`src/rtl/lcd12864_pkg.sv`:
```
// Shared types, LCD command codes and default timing for the ST7920 write-bus arbiter.
package lcd12864_pkg;

    typedef enum logic [2:0] {
        IDLE,
        SETUP,
        EN_HI,
        HOLD,
        EXEC
    } state_t;

    localparam logic [7:0] LCD_CMD_CLEAR   = 8'h01;
    localparam logic [7:0] LCD_CMD_HOME    = 8'h02;
    localparam logic [7:0] LCD_CMD_FUNCSET = 8'h30;

    // Default timing in clk cycles at 50 MHz
    localparam int DEF_T_SETUP = 4;
    localparam int DEF_T_EN    = 16;
    localparam int DEF_T_HOLD  = 4;
    localparam int DEF_T_EXEC  = 3600;
    localparam int DEF_T_CLEAR = 80000;
    localparam int DEF_CNT_W   = 17;

    // CLEAR and HOME need the long execution wait; data bytes never do.
    function automatic logic is_long_cmd(input logic rs, input logic [7:0] dat);
        return !rs && ((dat == LCD_CMD_CLEAR) || (dat == LCD_CMD_HOME));
    endfunction

endpackage

```
`src/rtl/lcd12864_bus_arbiter_delay_counter.sv`:
```
// Loadable down-counter shared by every timed phase of the LCD write cycle.
module lcd_delay_counter
    import lcd12864_pkg::*;
#(
    parameter int CNT_W = DEF_CNT_W
) (
    input  logic             clk,
    input  logic             rst,
    input  logic             load,
    input  logic [CNT_W-1:0] load_val,
    output logic             done
);

    logic [CNT_W-1:0] cnt;

    // Loading N-1 on phase entry makes the phase last exactly N cycles.
    always_ff @(posedge clk or posedge rst) begin
        if (rst) begin
            cnt <= '0;
        end else if (load) begin
            cnt <= load_val;
        end else if (cnt != '0) begin
            cnt <= cnt - 1'b1;
        end
    end

    assign done = (cnt == '0);

endmodule

```
`src/rtl/lcd12864_bus_arbiter.sv`:
```
// Two-requester arbiter and byte sequencer driving the ST7920 parallel write pins.
module lcd12864_bus_arbiter
    import lcd12864_pkg::*;
#(
    parameter int T_SETUP = DEF_T_SETUP,
    parameter int T_EN    = DEF_T_EN,
    parameter int T_HOLD  = DEF_T_HOLD,
    parameter int T_EXEC  = DEF_T_EXEC,
    parameter int T_CLEAR = DEF_T_CLEAR,
    parameter int CNT_W   = DEF_CNT_W
) (
    input  logic       clk,
    input  logic       rst,
    input  logic       req0_valid,
    input  logic       req0_rs,
    input  logic [7:0] req0_dat,
    output logic       req0_ready,
    input  logic       req1_valid,
    input  logic       req1_rs,
    input  logic [7:0] req1_dat,
    output logic       req1_ready,
    output logic       lcd_rs,
    output logic       lcd_rw,
    output logic       lcd_en,
    output logic [7:0] lcd_dat,
    output logic       busy
);

    localparam logic [CNT_W-1:0] LD_SETUP = CNT_W'(T_SETUP - 1);
    localparam logic [CNT_W-1:0] LD_EN    = CNT_W'(T_EN - 1);
    localparam logic [CNT_W-1:0] LD_HOLD  = CNT_W'(T_HOLD - 1);
    localparam logic [CNT_W-1:0] LD_EXEC  = CNT_W'(T_EXEC - 1);
    localparam logic [CNT_W-1:0] LD_CLEAR = CNT_W'(T_CLEAR - 1);

    state_t           state;
    logic             acc0;
    logic             acc1;
    logic             cnt_load;
    logic [CNT_W-1:0] cnt_val;
    logic             cnt_done;

    // Ready is offered only in IDLE so an accept starts SETUP on the same edge,
    // giving the 1 + SETUP + EN + HOLD + wait accept-to-accept period.
    assign acc0       = !rst && (state == IDLE) && req0_valid;
    assign acc1       = !rst && (state == IDLE) && !req0_valid && req1_valid;
    assign req0_ready = acc0;
    assign req1_ready = acc1;
    assign lcd_rw     = 1'b0;

    always_comb begin
        cnt_load = 1'b0;
        cnt_val  = '0;
        case (state)
            IDLE: begin
                if (acc0 || acc1) begin
                    cnt_load = 1'b1;
                    cnt_val  = LD_SETUP;
                end
            end
            SETUP: begin
                if (cnt_done) begin
                    cnt_load = 1'b1;
                    cnt_val  = LD_EN;
                end
            end
            EN_HI: begin
                if (cnt_done) begin
                    cnt_load = 1'b1;
                    cnt_val  = LD_HOLD;
                end
            end
            HOLD: begin
                if (cnt_done) begin
                    cnt_load = 1'b1;
                    cnt_val  = is_long_cmd(lcd_rs, lcd_dat) ? LD_CLEAR : LD_EXEC;
                end
            end
            default: ;
        endcase
    end

    lcd_delay_counter #(
        .CNT_W(CNT_W)
    ) u_delay (
        .clk     (clk),
        .rst     (rst),
        .load    (cnt_load),
        .load_val(cnt_val),
        .done    (cnt_done)
    );

    // lcd_rs/lcd_dat double as the latched request and hold through EXEC and IDLE.
    always_ff @(posedge clk or posedge rst) begin
        if (rst) begin
            state   <= IDLE;
            lcd_rs  <= 1'b0;
            lcd_en  <= 1'b0;
            lcd_dat <= 8'h00;
            busy    <= 1'b0;
        end else begin
            case (state)
                IDLE: begin
                    if (acc0) begin
                        lcd_rs  <= req0_rs;
                        lcd_dat <= req0_dat;
                        busy    <= 1'b1;
                        state   <= SETUP;
                    end else if (acc1) begin
                        lcd_rs  <= req1_rs;
                        lcd_dat <= req1_dat;
                        busy    <= 1'b1;
                        state   <= SETUP;
                    end
                end
                SETUP: begin
                    if (cnt_done) begin
                        lcd_en <= 1'b1;
                        state  <= EN_HI;
                    end
                end
                EN_HI: begin
                    if (cnt_done) begin
                        lcd_en <= 1'b0;
                        state  <= HOLD;
                    end
                end
                HOLD: begin
                    if (cnt_done) begin
                        state <= EXEC;
                    end
                end
                EXEC: begin
                    if (cnt_done) begin
                        busy  <= 1'b0;
                        state <= IDLE;
                    end
                end
                default: begin
                    lcd_en <= 1'b0;
                    busy   <= 1'b0;
                    state  <= IDLE;
                end
            endcase
        end
    end

endmodule

```
`config.mk`:
```
export PLATFORM = sky130hd
export DESIGN_NAME = lcd12864_bus_arbiter
export DESIGN_NICKNAME = d
export VERILOG_FILES = /design/src/rtl/lcd12864_pkg.sv /design/src/rtl/lcd12864_bus_arbiter_delay_counter.sv /design/src/rtl/lcd12864_bus_arbiter.sv
export SDC_FILE = /design/constraint.sdc
export NUM_CORES = 1
export LEC_CHECK = 0
export ABC_AREA = 1
export BUFFER_PORTS_ARGS = -buffer_cell sky130_fd_sc_hd__buf_4
export CORE_MARGIN = 4
export CORE_UTILIZATION = 56
export CTS_CLUSTER_DIAMETER = 200
export DETAILED_ROUTE_END_ITERATION = 10
export PLACE_DENSITY = 0.88
export SYNTH_ARGS = -nofsm -noshare
export SYNTH_HDL_FRONTEND = slang
export SYNTH_SLANG_ARGS = --single-unit
```
`constraint.sdc`:
```
create_clock -name clk -period 2.7 [get_ports clk]
set_clock_uncertainty 0.15 [all_clocks]
set_input_delay 0.405 -clock clk [delete_from_list [all_inputs] [get_ports clk]]
set_output_delay 0.405 -clock clk [all_outputs]
set_load 0.005 [all_outputs]
```
; ---- Word-level counts from Yosys, hierarchy flattened
; Cells that the tools add are included.
[op_classes]
n_bitwise = 2
n_reduce_logical = 21
muxes = 28
eq_ne = 11
addsub = 1
[ops]
columns = cell, count
row1 = 17-bit two-way mux, 4
row2 = 17-bit case mux with 4 select lines, 1
row3 = 3-bit two-way mux, 6
row4 = 17-bit logical NOT, 1
row5 = 17-bit nonzero test, 1
row6 = 17-bit by 1-bit subtractor with 17-bit output (second input constant), 1
row7 = 8-bit two-way mux, 2
row8 = 3-bit case mux with 5 select lines, 1
row9 = 8-bit by 1-bit equality test with 1-bit output (second input constant), 1
row10 = 8-bit by 2-bit equality test with 1-bit output (second input constant), 1
row11 = 1-bit two-way mux, 8
row12 = 2-bit != test (second input constant), 4
row13 = 3-bit by 2-bit equality test with 1-bit output (second input constant), 2
row14 = 1-bit case mux with 3 select lines, 2
row15 = 3-bit AND reduction, 2
row16 = 3-bit OR reduction, 2
row17 = 1-bit logical AND, 5
row18 = 5-bit AND reduction, 1
row19 = 2-bit two-way mux, 2
row20 = 4-bit two-way mux, 1
row21 = 2-bit nonzero test, 2
row22 = 3-bit by 1-bit equality test with 1-bit output (second input constant), 1
row23 = 3-bit equality test (second input constant), 1
row24 = 1-bit logical NOT, 3
row25 = other kinds (6), 8
[word_totals]
register_bits = 31
in_bits = 22
word_cells = 69
out_inout_bits = 14

; ---- Longest topological paths before layout
[depth]
depth_word = 8
ltp_mapped = 12
depth_no_buf = 12

; ---- By module
; From an unflattened synthesis, not the netlist that was laid out.
[unflattened]
hier_cells = 274
hier_area_um2 = 2077.0
[by_module_without_submodules]
columns = module, cells_each, seq_area_each_um2, area_per_inst_um2, n_inst
row1 = lcd_delay_counter, 157, 425.4, 1142.3, 1
row2 = lcd12864_bus_arbiter, 117, 350.3, 934.6, 1

; ---- Worst setup path before layout
; No wires, ideal clock.
[synth_path]
path_type = in2out
start = input port rst
end = output port req0_ready
path_stages = 4
required_time_ns = 2.145
slack_ns = 0.437
arrival_ns = 1.708
n_path_buf = 1
cell_sequence = inv_1 -> nand4_2 -> buf_2 -> inv_4
[synth_between]
elab_chain_len = 3
[synth_rtl]
columns = element, line_no
row1 = start: declaration, lcd12864_bus_arbiter.sv:13  ; input logic rst,
row2 = 1-bit logical NOT (no line), n/a
row3 = 1-bit logical AND (2 in series), lcd12864_bus_arbiter.sv:44  ; assign acc0 = !rst && (state == IDLE) && req0_valid;
row4 = end: declaration, lcd12864_bus_arbiter.sv:17  ; output logic req0_ready,
; Every way passes these cells.

; ---- Worst setup path in the final report
[layout_path]
start = register state[0]
end = output port req0_ready
[layout_between]
elab_chain_len = 3
[layout_rtl]
columns = element, line_no
row1 = start: declaration, lcd12864_bus_arbiter.sv:35  ; state_t state;
row2 = start signal: assignment, lcd12864_bus_arbiter.sv:95  ; state <= IDLE;
row3 = start signal: assignment, lcd12864_bus_arbiter.sv:107  ; state <= SETUP;
row4 = start signal: assignment, lcd12864_bus_arbiter.sv:112  ; state <= SETUP;
row5 = 3-bit logical NOT, lcd12864_bus_arbiter.sv:44
row6 = 1-bit logical AND (2 in series), lcd12864_bus_arbiter.sv:44
; Every way passes these cells.

==> metrics.md <==
| Metric | Value |
|---|---|
| Outcome | complete, no violations |
| Share of the synthesized area in the top cell type | 0.375 |
| Share of cells above drive strength 1 | 0.258 |
| Power per standard cell area | about 1200 nW/µm² |
| Worst EP arrival | about 1.6 ns |
| Number of global-route vias before repair | around 1800 |
| CP top delay family | simple AND/OR/NAND/NOR gates |
| Post_cts resized | 0 |
| Clock-pin slew on the worst setup and hold paths | roughly 0.06 ns |
| WL final | 4470 µm |
| Hold Vio Cnt, Final | 0 |
| Vias per inst | 5.10 |
| Length of the first detailed-routing pass in iterations | 4 |
| Required time worst endpoint | 2.14 ns |
| Die ar. | 4730 µm² |
| Core Region | ~3400 µm² |
| Final RePlAce weighted congestion | just under 1 |
| # setup viols final | 0 |
| Antenna violations before repair | 0 |
| P&R area growth vs syn | 19.7% |
| Logic pwr share | 0.557 |
| Fmax achieved | between 400 and 500 MHz |
| Largest cells by area after synthesis | dfrtp_1 (38%), nand2_1 (13%), nor2_1 (9.3%), inv_1 (4.2%), nand3_1 (3.4%) |
| Total gr overflow | 0 |
| IO Pins | 36 |
| Net Sw Frac | 0.470 |
| Post CTS Setup Buffer Count | 0 |
| Async SR Flop Fraction | 1.00 |
| Port bufs | 34 |
| TNS Setup | 0 ns |
| DIE HEIGHT | 68.8 µm |
| Static Leak | 1.30 nW |
| Antenna Nets Post-Route | 0 |
| R2r setup slk | 0.75 ns |
| Hold WC Path Type | in2async |
| Nature of the critical path endpoint | output pin |
| Drt drc | 0 |
| Dominant cell type by area after synthesis | dfrtp_1 |
| Max Cap Viol | 0 |
| Distinct cells, synth | 37 |
| Hold_buf cts | 0 |
| DR WL/cell | 12.4 µm |
| Worst path slowest cell | dfrtp_1 |
| Post-Synthesis Net Count | 297 |
| Max-slew violation count | 0 |
| FF-to-FF End | state[1] |
| Int Power | 1.52 mW |
| Crit-path max FO | 12 |
| Maximum VDD drop | 0.000675 V |
| Via count | roughly 1800 |
| Global-route wire length before repair | 7860 µm |
| Worst r2r src | state[0] |
| Starting Density | 0.601 |
| CP Launch Type | flip-flop |
| Most common cell in the netlist | nand2_1 |
| Worst setup margin | 0.560 ns |
| EDFF count, synth | 0 |
| RSZ-0062 raised after global routing | no |
| Reg2reg path depth | 6 |
| CP bufs+invs | 2 |
| Part of the cycle the worst path needs | 0.793 |
| TritonCTS buffer count | 5 |
| DP HPWL | roughly 3500 µm |
| Synthesis-stage register bit count | 31 |
| H-tree depth | 2 |
| Clock network power share | 0.138 |
| Psw | 1.35 mW |
| Crit Path Class | reg2out |
| Sequential share of power | 0.305 |
| Dpl ws | around 0.57 ns |
| Setup crit end | req0_ready |
| Syn Inst Count | approximately 270 |
| Yosys warns | 0 |
| Root buffer cell | clkbuf_8 |
| Critical Path Source | state[0] |
| CTS tree | done |
| Stages on the worst setup path | 4 |
| Synth cell count leaders | nand2_1 (72), nor2_1 (51), dfrtp_1 (31) |
| Mapped Avg Cell Area | 7.57 µm² |
| Die width | 68.8 µm |
| Predominant post-synthesis flop cell | dfrtp_1 |
| N_diodes | 0 |
| Final min period | 2.14 ns |
| GRT Total Usage | 0.222 |
| Sequential share of the synthesized area | 0.375 |
| Largest net degree at the start of global routing | 23 |
| Nets@finish | roughly 340 |
| Largest stage delay on the critical path | around 0.45 ns |
| Worst-Skew Late Latency | 0.28 ns |
| Longest Clk Path Bufs | 2 |
| Starting DRC count in detailed routing | 110 |
| Synthesized cell area | 2070 µm² |
| CP Cell Sequence | nor2_4 -> nand4_2 -> inv_4 -> buf_4 |
| Clock sinks | 31 |
| Cell Rows | 21 |
cells in the final DEF, fill, tap and decap left out, drive strengths merged:
cell type / count
o21bai: 1
a21oi: 9
nand3b: 1
xnor2: 5
a31oi: 9
ha: 2
nand4: 4
nand3: 17
buf: 36
o211ai: 1
dfrtp: 31
xor2: 4
and2: 1
o21ai: 5
clkinv: 2
nor3: 5
nor2: 65
nand2: 80
inv: 27
conb: 1
clkbuf: 8
cell type report:
| cell class | count | area (µm²) |
|---|---|---|
| flip-flops and latches | 31 | 776 |
| well taps | 46 | 57.6 |
| fillers | 270 | 967 |
| clock buffers | 8 | 100 |
| inverters | 29 | 118 |
| repair buffers | 36 | 270 |
| multi-input cells | 210 | 1150 |
stage by stage:
| step | cells | util | total power, mW | cell area (µm²) | hold slack [ns] |
|---|---|---|---|---|---|
| 3_5_place_dp | 352 | 0.690 | 2.46 | 2370 | 0.306 |
| 5_1_grt | 360 | 0.719 | 3.13 | 2470 | 0.0184 |
| 4_1_cts | 360 | 0.719 | 2.87 | 2470 | 0.00271 |
| 6_report | 360 | 0.719 | 2.86 | 2470 | 0.00529 |
| 2_1_floorplan | 273 | - | 2.05 | 2070 | 0.315 |
| 3_3_place_gp | 352 | 0.690 | 2.42 | 2370 | 0.287 |
registers in the layout (all words and copies together), names as in the netlist:
signal,flops
lcd_en,1
state,3
lcd_rs,1
busy,1
u_delay.cnt,17
lcd_dat,8
worst min-delay path, delay by kind of cell:
kind                   cells  cell delay [ns]
buffers and inverters      3             0.38
power by group through the flow:
stage                     clock network, mW  registers, mW  logic, mW
after floorplan                           0          0.840       1.21
after global placement                    0          0.869       1.55
after detailed placement                  0          0.876       1.58
after CTS                             0.404          0.870       1.60
after global routing                  0.429          0.897       1.80
final                                 0.396          0.875       1.59
worst min-delay path by stage:
stage,endpoint,start,slack [ns],cells after the start
3_3_place_gp,busy,rst,0.29,3
2_1_floorplan,lcd_en,lcd_en,0.32,2
3_5_place_dp,busy,rst,0.31,3
5_1_grt,u_delay.cnt[2],rst,0.02,3
4_1_cts,u_delay.cnt[1],rst,0.003,3
6_report,busy,rst,0.005,3
metal layers:
metal  part of all wire  global-route usage  up-vias
met2               0.49               0.367       68
met1               0.44               0.279      824
met4                  0              0.0608        0
met5                  0                   0        -
li1                   -                   -      945
met3              0.079              0.0713        0
cells by family (layout without fill, tap and decap cells):
group | count (synthesis) | count (layout) | share of synthesized area
and+or+nand+nor | 173 | 173 | 0.422
DFF | 31 | 31 | 0.375
xor gates and xnor gates | 9 | 9 | 0.0381
AOI/OAI and AO/OA | 25 | 25 | 0.0841
adders and majority gates | 2 | 2 | 0.0121
other | 1 | 1 | 0.00181
buffers and inverters | 32 | 73 | 0.0666
Power figures use the tool's default switching activity.
